**src/rtl/mem_byte_sequencer_pkg.sv**
```systemverilog
// Shared types and helpers for the byte-serial load/store sequencer.
// Ctrl codes match the data-memory encoding used by the MEM stage.
package mem_byte_sequencer_pkg;

    typedef logic [2:0] mem_ctrl_t;

    localparam mem_ctrl_t MEM_B  = 3'b000;
    localparam mem_ctrl_t MEM_H  = 3'b001;
    localparam mem_ctrl_t MEM_W  = 3'b010;
    localparam mem_ctrl_t MEM_BU = 3'b100;
    localparam mem_ctrl_t MEM_HU = 3'b101;

    typedef enum logic [1:0] {
        StIdle,
        StXfer,
        StResp
    } state_e;

    function automatic logic [2:0] size_bytes(input mem_ctrl_t ctrl);
        case (ctrl[1:0])
            2'b00:   return 3'd1;
            2'b01:   return 3'd2;
            default: return 3'd4;
        endcase
    endfunction

    // Unsigned variants only make sense for loads.
    function automatic logic is_legal(input mem_ctrl_t ctrl, input logic we);
        case (ctrl)
            MEM_B, MEM_H, MEM_W: return 1'b1;
            MEM_BU, MEM_HU:      return !we;
            default:             return 1'b0;
        endcase
    endfunction

endpackage

```
**src/rtl/mem_byte_sequencer_if.sv**
```systemverilog
// Pipeline request/response and byte-wide memory bus of the sequencer.
// master = sequencer side, slave = pipeline plus memory side.
interface mem_byte_sequencer_if #(
    parameter int unsigned ADDR_W = 32,
    parameter int unsigned XLEN   = 32
);
    logic              req_valid;
    logic              req_ready;
    logic              req_we;
    logic [2:0]        req_ctrl;
    logic [ADDR_W-1:0] req_addr;
    logic [XLEN-1:0]   req_wdata;
    logic              rsp_valid;
    logic [XLEN-1:0]   rsp_rdata;
    logic              rsp_err;
    logic              mem_en;
    logic              mem_we;
    logic [ADDR_W-1:0] mem_addr;
    logic [7:0]        mem_wdata;
    logic [7:0]        mem_rdata;
    logic              mem_ready;

    modport master (
        input  req_valid, req_we, req_ctrl, req_addr, req_wdata, mem_rdata, mem_ready,
        output req_ready, rsp_valid, rsp_rdata, rsp_err, mem_en, mem_we, mem_addr, mem_wdata
    );

    modport slave (
        output req_valid, req_we, req_ctrl, req_addr, req_wdata, mem_rdata, mem_ready,
        input  req_ready, rsp_valid, rsp_rdata, rsp_err, mem_en, mem_we, mem_addr, mem_wdata
    );
endinterface

```
**src/rtl/mem_byte_sequencer_load_extend.sv**
```systemverilog
// Sign/zero extension of the right-justified assembled load value by ctrl code.
module mem_byte_sequencer_load_extend
    import mem_byte_sequencer_pkg::*;
#(
    parameter int unsigned XLEN = 32
) (
    input  logic [XLEN-1:0] raw,
    input  mem_ctrl_t       ctrl,
    output logic [XLEN-1:0] data
);
    always_comb begin
        data = raw;
        case (ctrl)
            MEM_B:   data = {{(XLEN-8){raw[7]}}, raw[7:0]};
            MEM_H:   data = {{(XLEN-16){raw[15]}}, raw[15:0]};
            MEM_BU:  data = {{(XLEN-8){1'b0}}, raw[7:0]};
            MEM_HU:  data = {{(XLEN-16){1'b0}}, raw[15:0]};
            default: data = raw;
        endcase
    end
endmodule

```
**src/rtl/mem_byte_sequencer.sv**
```systemverilog
// Turns one byte/half/word load or store into big-endian single-byte transfers
// on an 8-bit request/ready bus and returns one extended response per request.
module mem_byte_sequencer
    import mem_byte_sequencer_pkg::*;
#(
    parameter int unsigned ADDR_W = 32,
    parameter int unsigned XLEN   = 32
) (
    input logic                 clk,
    input logic                 rst,
    mem_byte_sequencer_if.master bus
);
    state_e            state_q, state_d;
    logic              we_q;
    mem_ctrl_t         ctrl_q;
    logic [ADDR_W-1:0] addr_q;
    logic [XLEN-1:0]   wdata_q;
    logic [1:0]        last_q;
    logic [1:0]        cnt_q;
    logic [XLEN-9:0]   shift_q;
    logic              rsp_err_q;
    logic [XLEN-1:0]   rsp_rdata_q;

    logic              mem_en, mem_we;
    logic [ADDR_W-1:0] mem_addr;
    logic [7:0]        mem_wdata;
    logic [1:0]        wbyte_idx;
    logic [XLEN-1:0]   shift_next;
    logic [XLEN-1:0]   ext_data;
    logic [2:0]        req_nbytes;
    logic              last_beat;

    assign req_nbytes = size_bytes(bus.req_ctrl);
    assign shift_next = {shift_q, bus.mem_rdata};
    assign wbyte_idx  = last_q - cnt_q;
    assign last_beat  = bus.mem_ready && (cnt_q == last_q);

    mem_byte_sequencer_load_extend #(
        .XLEN (XLEN)
    ) u_load_extend (
        .raw  (shift_next),
        .ctrl (ctrl_q),
        .data (ext_data)
    );

    always_comb begin
        state_d   = state_q;
        mem_en    = 1'b0;
        mem_we    = 1'b0;
        mem_addr  = '0;
        mem_wdata = '0;
        unique case (state_q)
            StIdle: begin
                if (bus.req_valid) begin
                    state_d = is_legal(bus.req_ctrl, bus.req_we) ? StXfer : StResp;
                end
            end
            StXfer: begin
                mem_en    = 1'b1;
                mem_we    = we_q;
                mem_addr  = addr_q + ADDR_W'(cnt_q);
                // Byte N-1-k of the store data, so bits [7:0] go out last.
                mem_wdata = wdata_q[{wbyte_idx, 3'b000} +: 8];
                if (last_beat) begin
                    state_d = StResp;
                end
            end
            StResp: state_d = StIdle;
            default: state_d = StIdle;
        endcase
    end

    always_ff @(posedge clk or posedge rst) begin
        if (rst) begin
            state_q     <= StIdle;
            we_q        <= 1'b0;
            ctrl_q      <= MEM_B;
            addr_q      <= '0;
            wdata_q     <= '0;
            last_q      <= '0;
            cnt_q       <= '0;
            shift_q     <= '0;
            rsp_err_q   <= 1'b0;
            rsp_rdata_q <= '0;
        end else begin
            state_q <= state_d;
            if (state_q == StIdle && bus.req_valid) begin
                we_q    <= bus.req_we;
                ctrl_q  <= bus.req_ctrl;
                addr_q  <= bus.req_addr;
                wdata_q <= bus.req_wdata;
                last_q  <= 2'(req_nbytes - 3'd1);
                cnt_q   <= '0;
                shift_q <= '0;
                if (!is_legal(bus.req_ctrl, bus.req_we)) begin
                    rsp_err_q   <= 1'b1;
                    rsp_rdata_q <= '0;
                end
            end
            if (state_q == StXfer && bus.mem_ready) begin
                cnt_q <= cnt_q + 2'd1;
                if (!we_q) begin
                    shift_q <= shift_next[XLEN-9:0];
                end
                if (cnt_q == last_q) begin
                    rsp_err_q   <= 1'b0;
                    rsp_rdata_q <= we_q ? '0 : ext_data;
                end
            end
        end
    end

    assign bus.req_ready = (state_q == StIdle);
    assign bus.rsp_valid = (state_q == StResp);
    assign bus.rsp_err   = rsp_err_q;
    assign bus.rsp_rdata = rsp_rdata_q;
    assign bus.mem_en    = mem_en;
    assign bus.mem_we    = mem_we;
    assign bus.mem_addr  = mem_addr;
    assign bus.mem_wdata = mem_wdata;
endmodule

```
**src/flat_wrapper.sv**
```systemverilog
// flat-port wrapper written by rule: the top's interface ports become plain ports
module mem_byte_sequencer_flat import mem_byte_sequencer_pkg::*;
#(
    parameter int unsigned ADDR_W = 32,
    parameter int unsigned XLEN   = 32
)
  (clk, rst, bus_req_valid, bus_req_we, bus_req_ctrl, bus_req_addr, bus_req_wdata, bus_mem_rdata, bus_mem_ready, bus_req_ready, bus_rsp_valid, bus_rsp_rdata, bus_rsp_err, bus_mem_en, bus_mem_we, bus_mem_addr, bus_mem_wdata);
  mem_byte_sequencer_if #(.ADDR_W(ADDR_W), .XLEN(XLEN)) bus_i ();
  input logic clk;
  input logic rst;
  input wire logic [$bits(bus_i.req_valid)-1:0] bus_req_valid;
  input wire logic [$bits(bus_i.req_we)-1:0] bus_req_we;
  input wire logic [$bits(bus_i.req_ctrl)-1:0] bus_req_ctrl;
  input wire logic [$bits(bus_i.req_addr)-1:0] bus_req_addr;
  input wire logic [$bits(bus_i.req_wdata)-1:0] bus_req_wdata;
  input wire logic [$bits(bus_i.mem_rdata)-1:0] bus_mem_rdata;
  input wire logic [$bits(bus_i.mem_ready)-1:0] bus_mem_ready;
  output wire logic [$bits(bus_i.req_ready)-1:0] bus_req_ready;
  output wire logic [$bits(bus_i.rsp_valid)-1:0] bus_rsp_valid;
  output wire logic [$bits(bus_i.rsp_rdata)-1:0] bus_rsp_rdata;
  output wire logic [$bits(bus_i.rsp_err)-1:0] bus_rsp_err;
  output wire logic [$bits(bus_i.mem_en)-1:0] bus_mem_en;
  output wire logic [$bits(bus_i.mem_we)-1:0] bus_mem_we;
  output wire logic [$bits(bus_i.mem_addr)-1:0] bus_mem_addr;
  output wire logic [$bits(bus_i.mem_wdata)-1:0] bus_mem_wdata;
  assign bus_i.req_valid = bus_req_valid;
  assign bus_i.req_we = bus_req_we;
  assign bus_i.req_ctrl = bus_req_ctrl;
  assign bus_i.req_addr = bus_req_addr;
  assign bus_i.req_wdata = bus_req_wdata;
  assign bus_i.mem_rdata = bus_mem_rdata;
  assign bus_i.mem_ready = bus_mem_ready;
  assign bus_req_ready = bus_i.req_ready;
  assign bus_rsp_valid = bus_i.rsp_valid;
  assign bus_rsp_rdata = bus_i.rsp_rdata;
  assign bus_rsp_err = bus_i.rsp_err;
  assign bus_mem_en = bus_i.mem_en;
  assign bus_mem_we = bus_i.mem_we;
  assign bus_mem_addr = bus_i.mem_addr;
  assign bus_mem_wdata = bus_i.mem_wdata;
  mem_byte_sequencer #(.ADDR_W(ADDR_W), .XLEN(XLEN)) u_core (.clk(clk), .rst(rst), .bus(bus_i));
endmodule
```
**config.mk**
```make
export PLATFORM = sky130hd
export DESIGN_NAME = mem_byte_sequencer_flat
export DESIGN_NICKNAME = d
export VERILOG_FILES = /design/src/rtl/mem_byte_sequencer_pkg.sv /design/src/rtl/mem_byte_sequencer_if.sv /design/src/rtl/mem_byte_sequencer_load_extend.sv /design/src/rtl/mem_byte_sequencer.sv /design/src/flat_wrapper.sv
export SDC_FILE = /design/constraint.sdc
export NUM_CORES = 1
export LEC_CHECK = 0
export ABC_AREA = 1
export CORE_MARGIN = 10
export CORE_UTILIZATION = 50
export DETAILED_ROUTE_END_ITERATION = 12
export PLACE_DENSITY = 0.83
export RECOVER_POWER = 25
export SYNTH_ARGS = -nofsm -noshare
export SYNTH_HDL_FRONTEND = slang
export SYNTH_SLANG_ARGS = --single-unit
```
**constraint.sdc**
```tcl
create_clock -name clk -period 13.45 [get_ports clk]
set_input_delay 4.035 -clock clk [delete_from_list [all_inputs] [get_ports clk]]
set_output_delay 4.035 -clock clk [all_outputs]
set_load 0.05 [all_outputs]
```
---- Word-level counts from Yosys, hierarchy flattened ----
Index checks and enable logic that the tools add are counted.
storage, ports and cells
  register bits ........................... 131
  input port bits ......................... 80
  output and inout port bits .............. 77
operators by class
  $add $sub $neg .......................... 4
  equality and inequality tests ........... 13
  shifts and indexed selects .............. 1
  mux-type cells .......................... 28
  reduce and logical (&&, ||, !) cells .... 12
operators with widths
  operator                                                                 count
  32-bit 2-to-1 mux                                                        6
  32-bit one-hot mux with 4 select lines                                   1
  24-bit 2-to-1 mux                                                        3
  32-bit by 2-bit adder with 32-bit output                                 1
  32-bit by 6-bit variable part select with 8-bit output                   1
  3-bit equality test, second input constant                               4
  2-bit 2-to-1 mux                                                         5
  1-bit 2-to-1 mux                                                         9
  8-bit 2-to-1 mux                                                         1
  2-bit one-hot mux with 2 select lines                                    2
  3-bit by 1-bit equality test with 1-bit output, second input constant    2
  3-bit zero test                                                          2
  2-bit by 1-bit equality test with 1-bit output, second input constant    2
  2-bit zero test                                                          2
  3-bit by 2-bit equality test with 1-bit output, second input constant    1
  1-bit logical AND                                                        3
  3-bit OR reduction                                                       1
  2-bit by 1-bit adder with 2-bit output, second input constant            1
  2-bit equality test                                                      1
  2-bit equality test, second input constant                               1
  2-bit by 1-bit inequality test with 1-bit output, second input constant  1
  2-bit inequality test, second input constant                             1
  1-bit one-hot mux with 2 select lines                                    1
  2-bit AND reduction                                                      1
  other kinds (5)                                                          5

---- Longest topological paths before layout ----
Gate-level depths: netlist (run 1).
  depth after elaboration ................. 8
  depth in mapped cells ................... 11

---- Cells and area by module ----
A second synthesis (run 1) with hierarchy kept.
unflattened totals
  cells, all modules ...................... 925
  area, all modules ....................... 7045.5 µm²
by module, submodules not included
  module                          instances  cells each  area each (µm²)
  mem_byte_sequencer              1          855         6656.4
  mem_byte_sequencer_load_extend  1          70          389.1

---- Least setup slack after synthesis (run 1) ----
No wires, ideal clock.
  path type ............................... flip-flop to output port
  start ................................... register u_core.cnt_q[0]
  end ..................................... output bus_mem_addr[16]
  arrival time ............................ 2394 ps
  required time ........................... 9415 ps
  path slack .............................. 7021 ps
  stages on the path, launching flop included .. 8
  path buffers ............................ 0
  cells stage by stage .................... dfrtp_1 > ha_1 > fa_1 > nand2_2 > nor2_4 > nand2_1 > nor3_1 > nor3_1
between the ends
  word-level cells in the longest chain between the ends .. 2
RTL lines
  element                                   line                       RTL
  from (decl)                               mem_byte_sequencer.sv:19   logic [1:0] cnt_q;
  from (signal assigned)                    mem_byte_sequencer.sv:101  cnt_q <= cnt_q + 2'd1;
  32-bit by 2-bit adder with 32-bit output  mem_byte_sequencer.sv:61   mem_addr = addr_q + ADDR_W'(cnt_q);
  32-bit 2-to-1 mux                         mem_byte_sequencer.sv:52   unique case (state_q)
  to (decl)                                 flat_wrapper.sv:24         output wire logic [$bits(bus_i.mem_addr)-1:0] bus_mem_addr;
No other way between the ends.

---- Final worst setup path (run 1) ----
  start ................................... input bus_req_valid
  end ..................................... register u_core.rsp_rdata_q[18], in the netlist u_core.bus.rsp_rdata[18]
between the ends
  word-level cells in the longest chain between the ends .. 4
RTL lines
  element               line                       RTL
  from (decl)           flat_wrapper.sv:11         input wire logic [$bits(bus_i.req_valid)-1:0] bus_req_valid;
  1-bit logical AND *   mem_byte_sequencer.sv:87   if (state_q == StIdle && bus.req_valid) begin
  32-bit 2-to-1 mux *   mem_byte_sequencer.sv:87
  32-bit 2-to-1 mux     mem_byte_sequencer.sv:105  if (cnt_q == last_q) begin
  32-bit 2-to-1 mux *   mem_byte_sequencer.sv:100  if (state_q == StXfer && bus.mem_ready) begin
  to (signal assigned)  mem_byte_sequencer.sv:107  rsp_rdata_q <= we_q ? '0 : ext_data;
  to (decl)             mem_byte_sequencer.sv:22   logic [XLEN-1:0] rsp_rdata_q;
Every way passes the cells marked *; elsewhere a longest branch is shown, timed or not.
A chain may end at the register's enable or synchronous reset.

==> results of run 1 <==
area by class of cell:
type,instances,area [um^2],share of cell area (%)
Tap cell,176,220.2,2.446
Inverter,77,290.3,3.225
Sequential cell,131,3278,36.42
Clock buffer,21,460.4,5.115
Clock inverter,9,107.6,1.195
Timing Repair Buffer,159,1580,17.56
Multi-Input combinational cell,647,3064,34.04
how the worst max path moves through the flow:
stage	from	to	slack, ns	depth (start not counted)
after floorplan	rst	u_core.addr_q[0]	5.92	1
after global placement	u_core.state_q[1]	bus_mem_addr[10]	6.72	5
after detailed placement	bus_req_valid	u_core.bus.rsp_rdata[11]	6.65	10
after CTS	u_core.state_q[1]	bus_mem_addr[10]	6.26	5
after global routing	bus_req_valid	u_core.bus.rsp_rdata[21]	4.52	10
final	bus_req_valid	u_core.bus.rsp_rdata[18]	5.04	10
stage by stage:
stage          hold slack (ns)  utilization (%)  cells  worst slack, ns  cell area, um^2
6_report                0.4688            67.17   1220            5.043             9001
5_1_grt                 0.4900            67.17   1220            4.520             9001
4_1_cts                 0.4726            67.49   1220            6.256             9044
3_5_place_dp            0.4612            63.25   1190            6.653             8476
3_3_place_gp            0.4573            63.25   1190            6.716             8476
2_1_floorplan           0.4481                -    891            5.917             6903
sequential cells by signal (all words and copies together) (netlist names):
name / count
u_core.bus.rsp_err: 1
u_core.last_q: 2
u_core.addr_q: 32
u_core.shift_q: 24
u_core.we_q: 1
u_core.ctrl_q: 3
u_core.cnt_q: 2
u_core.bus.rsp_rdata: 32
u_core.state_q: 2
u_core.wdata_q: 32
worst max-delay path, delay by kind of cell:
| kind | cells | cell delay [ns] |
|---|---|---|
| AND/OR/NAND/NOR | 5 | 0.60 |
| buffers and inverters | 5 | 4.09 |
power by group:
group / internal, mW / switching, mW
logic: 0.379 / 0.835
clock network: 0.279 / 0.164
registers: 0.566 / 0.138
routing by layer:
metal	share of wire (%)	wire (um)
met5	0	0
met4	1.6	294
met1	44	8244
met3	8.2	1557
met2	47	8823
logic make-up after synthesis:
group / Yosys count / share of synthesized area, %
simple gates: 525 / 33.50
flops: 131 / 47.49
buf+inv: 113 / 7.613
compound gates: 108 / 9.153
mux: 8 / 1.160
fa+ha+maj: 4 / 0.8339
xor+xnor: 2 / 0.2538
cells in the final DEF, fill, tap and decap left out, types with 2 or more instances in the layout:
cell type	synthesis	routed
clkinv_2	0	3
ha_1	3	3
nand3_2	18	18
dlygate4sd3_1	0	2
o21ai_0	58	68
nor2_2	6	6
clkdlybuf4s50_1	0	154
nand3_1	36	36
nor3_1	7	7
nand2_2	7	8
nor2_1	68	68
inv_1	70	70
clkinv_4	0	2
nand3_4	2	2
bufinv_16	0	2
mux2i_1	8	8
inv_2	7	6
clkbuf_16	0	17
dfrtp_1	131	131
buf_4	6	2
o21ai_2	16	6
o31ai_1	9	9
nor2_4	7	7
clkinvlp_4	0	2
xor2_1	2	2
clkbuf_8	0	2
a21oi_1	21	21
nand2_1	362	361
or2_2	8	8
nor2_8	2	2
clkbuf_1	10	3
cells in the mapped netlist, drive strengths merged:
master,instances
nand2,370
nand4,1
or2,8
a21oi,21
o221ai,1
inv,77
o21a,1
ha,3
dfrtp,131
nand3,56
clkbuf,10
o211ai,1
nor2,83
o31ai,9
buf,26
mux2i,8
fa,1
nor3,7
xor2,2
o21ai,75
==> metrics.yaml, run 1 <==
final_layout:
  diodes: 0
  nets: 1117
  syn_to_final_growth_pct: 30.40
  fillCellCount: 1095
  layout-drive-gt1-share_pct: 9.100
critical_path:
  critPathMaxStageDelay_ns: 1.94
  worstSetupPathType: "in2reg"
  r2r_cells: 10
  worst_r2r_startpoint: "u_core.state_q[1]"
  r2r-end: "u_core.bus.rsp_rdata[18]"
  path_cells: "dlygate4sd3_1 -> nand2_2 -> clkbuf_1 -> inv_1 -> buf_4 -> nand2_1 -> nand2_2 -> inv_2 -> nand2_1 -> nand2_1"
  critical_path.most_common_cell: "nand2_1"
  worst_ep_arrival_time_ns: 8.75
  r2r_slack_ns: 8.73
  required_ns: 13.79
  start_kind: "input port"
  cp_slowest_cell: "clkbuf_1"
  critPathMaxFanout: 102
  cp-end-kind: "register"
pwr:
  ir_drop_mv: 0.1485
  power_density_nw_per_um2: 262.2
  p_leak_nw: 4.229
  power.total_mw: 2.360
synthesis:
  syn-num-nets: 975
  syn_avg_cell_area_um2: 7.747
  synth_top_area_cell: "dfrtp_1"
  synth_cell_type_count: 33
  yosys.area.top_type_share_pct: 47.49
  synth_cells: 891
  synth-seq-cells: 131
  syn-cell-area_um2: 6903
  yosys_warnings: 0
  ys_seq_area_share_pct: 47.49
  synthTopCellsByArea: "dfrtp_1, nand2_1, o21ai_0"
sta:
  setup_viol: 0
  report.final.slew_viol_count: 123
  min_period_ns: 8.407
  fmax_mhz: 118.9
  setup_tns_ns: 0
  tightestPinTransition_ns: 2.871
  post-route-period-util_pct: 62.51
  fin_skew_ns: 0.01376
  slew-limit-headroom_pct: -92.43
  hold_viol_final: 0
  rsz0062_at_grt: "no"
drt:
  drc: 0
  wl_mm: 18.92
  vias: 6153
  antenna_left: 0
  first_iter_violations: 356
  drt-wirelength-per-cell_um: 15.51
  first_pass_iters: 7
  vias_per_cell: 5.043
clock_tree:
  cts_buffers: 17
  htree_num_levels: 4
  hold_buffers: 0
  clockBufferDepth: 2
  postCtsResizedCells: 0
  cts_root_buf: "clkbuf_16"
  cts_tree: "done"
  clk_pin_slew_ns: 0.05
  cts.sinks: 131
  clock_latency_ns: 0.42
  cts_setup_buffers: 0
global_routing:
  grt_busiest_layer: "met2"
  grt_overflow: 0
  grt_pass1_wl_mm: 30.33
  met3_usage_pct: 6.992
  grt_pass1_vias: 6067
  antenna_found_initial: 1
  grt_start_max_net_pins: 103
  met2_usage_pct: 31.83
  track_usage_pct: 20.21
  grt_util_met1_pct: 25.50
min_path:
  min_delay_path_depth: 2
  min_delay_worst_endpoint: "u_core.bus.rsp_rdata[14]"
  hold_class: "reg2reg"
  min_from: "u_core.bus.rsp_rdata[14]"
die:
  start_util_pct: 51.51
  num_io_pins: 157
  dieWidth_um: 137.5
  num_rows: 42
  coreArea_um2: 13400
  die_h_um: 137.5
  fp.dieArea_um2: 18900
placement:
  io_buffers: 156
  gp_congestion: 0.9276
  place_hpwl_mm: 13.84
run_status:
  status: "complete, but fails checks"
  failed_checks: "capacitance limit, slew limit"
job:
  cap_violations: 2
No activity file was read; power rests on OpenSTA's default activity.
==> run 2, diff against run 1 <==
- CORE_UTILIZATION: 50 -> 46
- PLACE_DENSITY: 0.83 -> 0.8
- clock period: 13.45 -> 6.8 ns (I/O delays scaled with it)
==> run 2 against run 1 <==
The run still ends with capacitance limit, slew limit left. Global-route usage down 1.0 points. Die area up 7.4%. Register-to-register slack worse by 5.1 ns. First-iteration DRC count up 36%. Clock-buffer cell count down 4. Largest power group unchanged.
==> metrics.yaml, run 2 (same netlist as run 1, synthesis figures left out) <==
global_routing:
  grt_pass1_vias: 6025
  antenna_found_initial: 0
  grt_pass1_wl_mm: 30.97
  track_usage_pct: 19.19
  grt_start_max_net_pins: 64
  grt_overflow: 0
critical_path:
  start_kind: "input port"
  required_ns: 6.93
  r2r_cells: 7
  r2r_slack_ns: 3.64
  worst_r2r_startpoint: "u_core.state_q[1]"
  critPathMaxFanout: 49
  cp-end-kind: "asynchronous set/reset pin"
  worstSetupPathType: "in2async"
  r2r-end: "u_core.cnt_q[1]"
  worst_ep_arrival_time_ns: 5.44
drt:
  antenna_left: 0
  vias_per_cell: 5.023
  drt-wirelength-per-cell_um: 15.52
  first_pass_iters: 5
  drc: 0
  first_iter_violations: 483
  vias: 6183
  wl_mm: 19.11
placement:
  preCtsSetupSlack_ns: 2.066
  io_buffers: 156
  place_area_um2: 8493
  gp_congestion: 0.9355
  place_hpwl_mm: 14.09
  dp.cells: 1199
sta:
  setup_tns_ns: 0
  report.final.slew_viol_count: 146
  tightestPinTransition_ns: 2.795
  fmax_mhz: 188.4
  fin_skew_ns: 0.005481
  hold_viol_final: 0
  whs_ns: 0.4686
  setup_viol: 0
  rsz0062_at_grt: "no"
  min_period_ns: 5.308
  fin_ws_ns: 1.492
  slew-limit-headroom_pct: -86.35
  post-route-period-util_pct: 78.06
final_layout:
  layout_commonest_cell: "nand2_1"
  layout-drive-gt1-share_pct: 10.32
  syn_to_final_growth_pct: 31.54
  diodes: 0
  nets: 1118
  finalNonFillerCells: 1231
  fillCellCount: 1289
  finalInstanceArea_um2: 9080
  final_util_pct: 62.00
  final_cell_mix: "nand2_1, clkdlybuf4s50_1, dfrtp_1"
pwr:
  ir_drop_mv: 0.4221
  power_density_nw_per_um2: 520.6
  p_leak_nw: 4.261
  power.total_mw: 4.727
die:
  num_io_pins: 157
  start_util_pct: 47.14
  coreArea_um2: 14640
  fp.dieArea_um2: 20310
  dieWidth_um: 142.5
  num_rows: 44
  die_h_um: 142.5
clock_tree:
  hold_buffers: 0
  cts_buffers: 17
  postCtsResizedCells: 0
  clock_latency_ns: 0.42
  clockBufferDepth: 2
  cts_tree: "done"
  cts.sinks: 131
  clk_pin_slew_ns: 0.06
  cts_root_buf: "clkbuf_16"
  cts_setup_buffers: 0
  htree_num_levels: 4
min_path:
  hold_class: "reg2reg"
  min_delay_path_depth: 2
  min_delay_worst_endpoint: "u_core.bus.rsp_rdata[3]"
  min_from: "u_core.bus.rsp_rdata[3]"
run_status:
  status: "complete, but fails checks"
  failed_checks: "capacitance limit, slew limit"
job:
  cap_violations: 3
## run 2: per-layer routing
| metal | global-route usage [%] | share of wire, % |
|---|---|---|
| met5 | 0 | 0 |
| met4 | 4.886 | 1.0 |
| met3 | 5.474 | 6.3 |
| met2 | 31.47 | 49 |
| met1 | 24.37 | 44 |
## run 2: critical path, stage by stage
cell and delay (ns):
dlygate4sd3_1 0.54, clkinvlp_2 1.27, clkbuf_1 1.54
## run 2: report_power, final
group          switching, mW  leakage (nW)  internal (mW)
Clock                  0.375         0.289          0.550
Sequential             0.269          1.69           1.12
Combinational           1.66          2.28          0.754
Total                   2.31          4.26           2.42
## run 2: cell type report
| class | count | area (um^2) | area share, % |
|---|---|---|---|
| sequential | 131 | 3278 | 36.10 |
| multi-input combinational | 647 | 3099 | 34.13 |
| timing repair buffer | 160 | 1584 | 17.45 |
| clock buffer | 17 | 425.4 | 4.685 |
| inverter | 77 | 290.3 | 3.197 |
| tap | 184 | 230.2 | 2.535 |
| clock inverter | 15 | 172.7 | 1.902 |
## run 2: worst max path at each step
stage,startpoint,to,cells past startpoint
CTS,u_core.state_q[1],bus_mem_addr[10],5
global placement,u_core.state_q[1],bus_mem_addr[10],5
floorplan,rst,u_core.addr_q[0],1
finish,rst,u_core.wdata_q[27],3
detailed placement,u_core.state_q[1],bus_mem_addr[10],5
global route,rst,u_core.wdata_q[21],3
==> run 3, diff against run 2 <==
- clock period: 6.8 -> 4.55 ns (I/O delays scaled with it)
==> run 3 against run 2 <==
The run still ends with capacitance limit, slew limit left. Highest routed layer unchanged. Die area unchanged. Largest cell class unchanged. Cell count up 0.32%. Wire length up 1.8%. Clock-buffer cell count up 7.
==> metrics.yaml, run 3 (same netlist as run 1, synthesis figures left out) <==
clock_tree:
  clk_pin_slew_ns: 0.05
  cts_root_buf: "clkbuf_16"
  cts_buffers: 17
  cts_setup_buffers: 0
  hold_buffers: 0
  clockBufferDepth: 2
  postCtsResizedCells: 0
  clock_latency_ns: 0.42
  cts_tree: "done"
  htree_num_levels: 4
  cts.sinks: 131
critical_path:
  crit_start: "u_core.cnt_q[1]"
  r2r_cells: 8
  endpoint: "bus_mem_addr[29]"
  start_kind: "register"
  worst_r2r_startpoint: "u_core.cnt_q[0]"
  worst_ep_arrival_time_ns: 2.99
  required_ns: 3.18
  r2r_slack_ns: 2.24
  r2r-end: "u_core.bus.rsp_rdata[31]"
  worstSetupPathType: "reg2out"
  critPathMaxFanout: 6
  cp-end-kind: "output pin"
sta:
  slew-limit-headroom_pct: -6.149
  setup_tns_ns: 0
  hold_viol_final: 0
  fmax_mhz: 229.4
  post-route-period-util_pct: 95.81
  rsz0062_at_grt: "no"
  report.final.slew_viol_count: 36
  min_period_ns: 4.359
  setup_viol: 0
  tightestPinTransition_ns: 1.584
  fin_skew_ns: 0.006275
pwr:
  p_leak_nw: 4.306
  power_density_nw_per_um2: 778.0
  ir_drop_mv: 0.4632
drt:
  vias_per_cell: 5.019
  first_pass_iters: 5
  first_iter_violations: 408
  drt-wirelength-per-cell_um: 15.74
  wl_mm: 19.45
  antenna_left: 0
  vias: 6199
  drc: 0
run_status:
  failed_checks: "capacitance limit, slew limit"
  status: "complete, but fails checks"
placement:
  dp.cells: 1203
  place_hpwl_mm: 14.36
  gp_congestion: 0.9619
  io_buffers: 156
global_routing:
  grt_start_max_net_pins: 88
  antenna_found_initial: 1
  track_usage_pct: 19.39
  grt_pass1_vias: 6098
  grt_pass1_wl_mm: 31.36
  grt_overflow: 0
final_layout:
  layout-drive-gt1-share_pct: 10.19
  layout_commonest_cell: "nand2_1"
  final_cell_mix: "nand2_1, clkdlybuf4s50_1, dfrtp_1"
  fillCellCount: 1300
  syn_to_final_growth_pct: 32.32
  nets: 1122
  finalNonFillerCells: 1235
die:
  fp.dieArea_um2: 20310
  num_io_pins: 157
  coreArea_um2: 14640
  num_rows: 44
  start_util_pct: 47.14
  die_h_um: 142.5
  dieWidth_um: 142.5
job:
  cap_violations: 1
min_path:
  hold_class: "reg2reg"
[run 3: changes by cell type in the layout (fill, tap and decap cells not counted), moves of 2 or more]
cell	before	now
inv_6	4	0
buf_4	2	5
inv_8	2	0
clkbuf_8	0	3
clkbuf_1	2	5
[run 3: report_power, final]
part	internal (mW)	total, mW	switching, mW
logic	1.14	3.63	2.49
registers	1.67	2.07	0.403
clock network	0.905	1.40	0.499
[run 3: stage by stage]
step / total power [mW] / area (um^2) / hold slack [ns] / utilization (%) / worst slack [ns]
floorplan: 4.624 / 6907 / 0.4481 / - / 0.7909
global placement: 5.673 / 8549 / 0.4543 / 58.38 / 0.6905
detailed placement: 5.725 / 8549 / 0.4582 / 58.38 / 0.6448
CTS: 7.157 / 9155 / 0.4726 / 62.52 / 0.1961
global route: 7.558 / 9134 / 0.4881 / 62.37 / 0.02147
finish: 7.106 / 9134 / 0.4713 / 62.37 / 0.1906
[run 3: layer usage]
| layer | GRT usage [%] | vias up | share of wire (%) | routed length, um |
|---|---|---|---|---|
| met3 | 5.107 | 29 | 5.7 | 1111 |
| li1 | - | 3096 | - | - |
| met4 | 7.058 | 0 | 2.0 | 396 |
| met2 | 31.91 | 190 | 49 | 9479 |
| met5 | 0 | - | 0 | 0 |
| met1 | 23.98 | 2884 | 43 | 8458 |
[run 3: cell type report]
type	instances	area, um^2	area share, %
sequential	131	3278	35.89
multi-input combinational	647	3097	33.90
timing repair buffer	164	1630	17.85
clock buffer	24	481.7	5.274
inverter	77	290.3	3.178
tap	184	230.2	2.521
clock inverter	7	123.9	1.356
antenna	1	2.502	0.02740
[run 3: how the worst min path moves through the flow]
| stage | from | endpoint | depth (start not counted) |
|---|---|---|---|
| finish | u_core.bus.rsp_rdata[3] | u_core.bus.rsp_rdata[3] | 2 |
| global placement | u_core.bus.rsp_rdata[3] | u_core.bus.rsp_rdata[3] | 2 |
| floorplan | u_core.wdata_q[24] | u_core.wdata_q[24] | 2 |
| global route | u_core.bus.rsp_rdata[7] | u_core.bus.rsp_rdata[7] | 2 |
| CTS | u_core.bus.rsp_rdata[7] | u_core.bus.rsp_rdata[7] | 2 |
| detailed placement | u_core.bus.rsp_rdata[7] | u_core.bus.rsp_rdata[7] | 2 |
[run 3: worst max-delay path: stages (launching register included)]
cell	delay (ns)
dfrtp_1	0.46
ha_1	0.34
nand2_1	0.07
nand2_1	0.07
nand4_1	0.19
nor2_2	0.31
nand2_1	0.09
nand2_1	0.08
nand2_1	0.05
nor2_1	0.09
clkdlybuf4s50_1	0.83
==> RTL change (config.mk and constraints of run 3) <==
`ADDR_W` is set to 32 in 3 places; all go to 64.
--- a/src/rtl/mem_byte_sequencer_if.sv
+++ b/src/rtl/mem_byte_sequencer_if.sv
@@ -1,7 +1,7 @@
 // Pipeline request/response and byte-wide memory bus of the sequencer.
 // master = sequencer side, slave = pipeline plus memory side.
 interface mem_byte_sequencer_if #(
-    parameter int unsigned ADDR_W = 32,
+    parameter int unsigned ADDR_W = 64,
     parameter int unsigned XLEN   = 32
 );
     logic              req_valid;
--- a/src/rtl/mem_byte_sequencer.sv
+++ b/src/rtl/mem_byte_sequencer.sv
@@ -3,7 +3,7 @@
 module mem_byte_sequencer
     import mem_byte_sequencer_pkg::*;
 #(
-    parameter int unsigned ADDR_W = 32,
+    parameter int unsigned ADDR_W = 64,
     parameter int unsigned XLEN   = 32
 ) (
     input logic                 clk,
--- a/src/flat_wrapper.sv
+++ b/src/flat_wrapper.sv
@@ -1,7 +1,7 @@
 // flat-port wrapper written by rule: the top's interface ports become plain ports
 module mem_byte_sequencer_flat import mem_byte_sequencer_pkg::*;
 #(
-    parameter int unsigned ADDR_W = 32,
+    parameter int unsigned ADDR_W = 64,
     parameter int unsigned XLEN   = 32
 )
   (clk, rst, bus_req_valid, bus_req_we, bus_req_ctrl, bus_req_addr, bus_req_wdata, bus_mem_rdata, bus_mem_ready, bus_req_ready, bus_rsp_valid, bus_rsp_rdata, bus_rsp_err, bus_mem_en, bus_mem_we, bus_mem_addr, bus_mem_wdata);
Ports: changed (resized bus_mem_addr and bus_req_addr); port bits go from 157 to 221. The function was not compared with the original's and may differ.
==> RTL change against run 3 <==
  * The flow still finishes with violations (max-capacitance violations, max-slew violations)
  * Total power is 20% higher
  * Sequential cell count is 32 higher
  * Combinational power up 21%
  * Final area is 33% higher
  * Synthesized area up 33%
  * Setup slack got worse by 0.028 ns
  * Routed wire length grew 69%
  * Critical endpoint is now bus_mem_addr[51]
  * Synthesized cell count rose by 51%
  * Largest cell class is now multi-input combinational cells
  * Global-route usage is 5.4 points higher
==> RTL change: results <==
[detailed_routing]
drt-total-wl_mm = 32.8
dr.pass1.iters = 7
via_count = 9533

[setup_path]
r2r_slack_ns = 1.70
cp-startpoint = u_core.addr_q[31]
worst-path-max-fanout = 4
rr_worst_depth = 10
critPathArrivalTime_ns = 3.02
timing.rr.end = u_core.shift_q[22]

[clock_tree]
clk_latency_ns = 0.44
clk_pin_slew_worst_paths_ns = 0.07
cts_made_buffers = 17
clockBufferDepth = 2

[job]
max_cap_viol_count = 2

[final_layout]
fillers = 1847
finalInstanceArea_mm2 = 0.0122
num_antenna_cells = 0
layout-drive-gt1-share = 0.0601
nets = 1666

[grt]
grt_pass1_vias = 9091
grt_pass1_wl_mm = 50.8
track_usage = 0.248
antenna_found_initial = 0
grt_max_degree = 160

[outcome]
outcome = finished with violations
violations = max-capacitance violations, max-slew violations

[power_and_ir_drop]
peakVddDrop_v = 0.000300
leakage_nw = 5.91

[synth]
yosysSeqAreaShare = 0.445
synth_fp_nets = 1463
synth_cell_types = 35
synth_seq_cells = 163
synth_area_leaders = dfrtp_1 44%, nand2_1 22%, nor2_1 8.2%
synth_commonest_cells = 535 x nand2_1, 200 x nor2_1, 163 x dfrtp_1

[placed_design]
gp_congestion = 1.03
hpwl_mm = 24.9

[timing]
finalClockSkew_ns = 0.0112
slew_headroom = -0.208
drv_slew = 115

[hold_path]
min_to = u_core.wdata_q[13]
-- RTL change: cell count changes after synthesis, sizes merged, moves of 13 or more --
cell	delta
nand2	+167
nor2	+118
inv	+39
o21ai	+39
dfrtp	+32
xor2	+14
clkbuf	+13
-- RTL change: kinds of logic after synthesis --
group                      count (synthesis)  share of synthesized area
AOI/OAI and AO/OA                        169                     0.0993
xor gates and xnor gates                  17                     0.0179
adders and majority gates                  4                    0.00628
buffers and inverters                    167                     0.0720
DFF                                      163                      0.445
muxes                                      8                    0.00873
and+or+nand+nor                          819                      0.351
-- RTL change: repair_timing --
item | 4_1_cts | 5_1_grt
resized for setup | 6 | 15
buffers inserted | 0 | 0
hold buffers | 0 | 0
endpoints found under the setup margin | 6 | 16
-- RTL change: report_power, final --
group	switching (mW)	leakage, nW	total, mW	internal (mW)
combinational	3.04	3.52	4.39	1.35
sequential	0.585	2.08	2.64	2.05
clock	0.717	0.304	1.52	0.806
-- RTL change: routing by layer --
| metal | GRT usage | wire length (um) | part of all wire | vias up |
|---|---|---|---|---|
| met2 | 0.396 | 15400 | 0.47 | 376 |
| met5 | 0 | 0 | 0 | - |
| met3 | 0.0526 | 2380 | 0.073 | 38 |
| met1 | 0.332 | 14400 | 0.44 | 4504 |
| met4 | 0.0682 | 639 | 0.019 | 0 |
| li1 | - | - | - | 4615 |
-- RTL change: worst max path at each step --
stage,endpoint,slack (ns),depth (start not counted)
after detailed placement,bus_mem_addr[48],0.42,10
after floorplan,bus_mem_addr[46],0.59,9
after CTS,bus_mem_addr[35],0.00008,9
after global routing,bus_mem_addr[48],0.002,10
final,bus_mem_addr[51],0.16,9
after global placement,bus_mem_addr[63],0.49,10
-- RTL change: stage by stage --
step           hold slack, ns  worst slack, ns  std cells
6_report                0.480            0.163       1828
5_1_grt                 0.503          0.00210       1828
4_1_cts                 0.485        0.0000819       1828
3_5_place_dp            0.465            0.421       1796
3_3_place_gp            0.462            0.487       1796
2_1_floorplan           0.448            0.588       1347
-- RTL change: layout make-up --
| type | count | share of cell area |
|---|---|---|
| multi-input combinational | 1017 | 0.365 |
| timing repair buffer | 234 | 0.185 |
| tap | 265 | 0.0272 |
| clock buffer | 17 | 0.0349 |
| clock inverter | 15 | 0.0169 |
| sequential | 163 | 0.335 |
| inverter | 117 | 0.0364 |
-- RTL change: critical path: stages, from the launching register on --
cell and delay (ns):
dfrtp_1 0.54, nand2_1 0.12, nor2_1 0.21, nand2_1 0.12, nor2_1 0.28, nand2_1 0.12
o21ai_0 0.17, nand2_1 0.08, nor2_1 0.10, clkdlybuf4s50_1 0.85
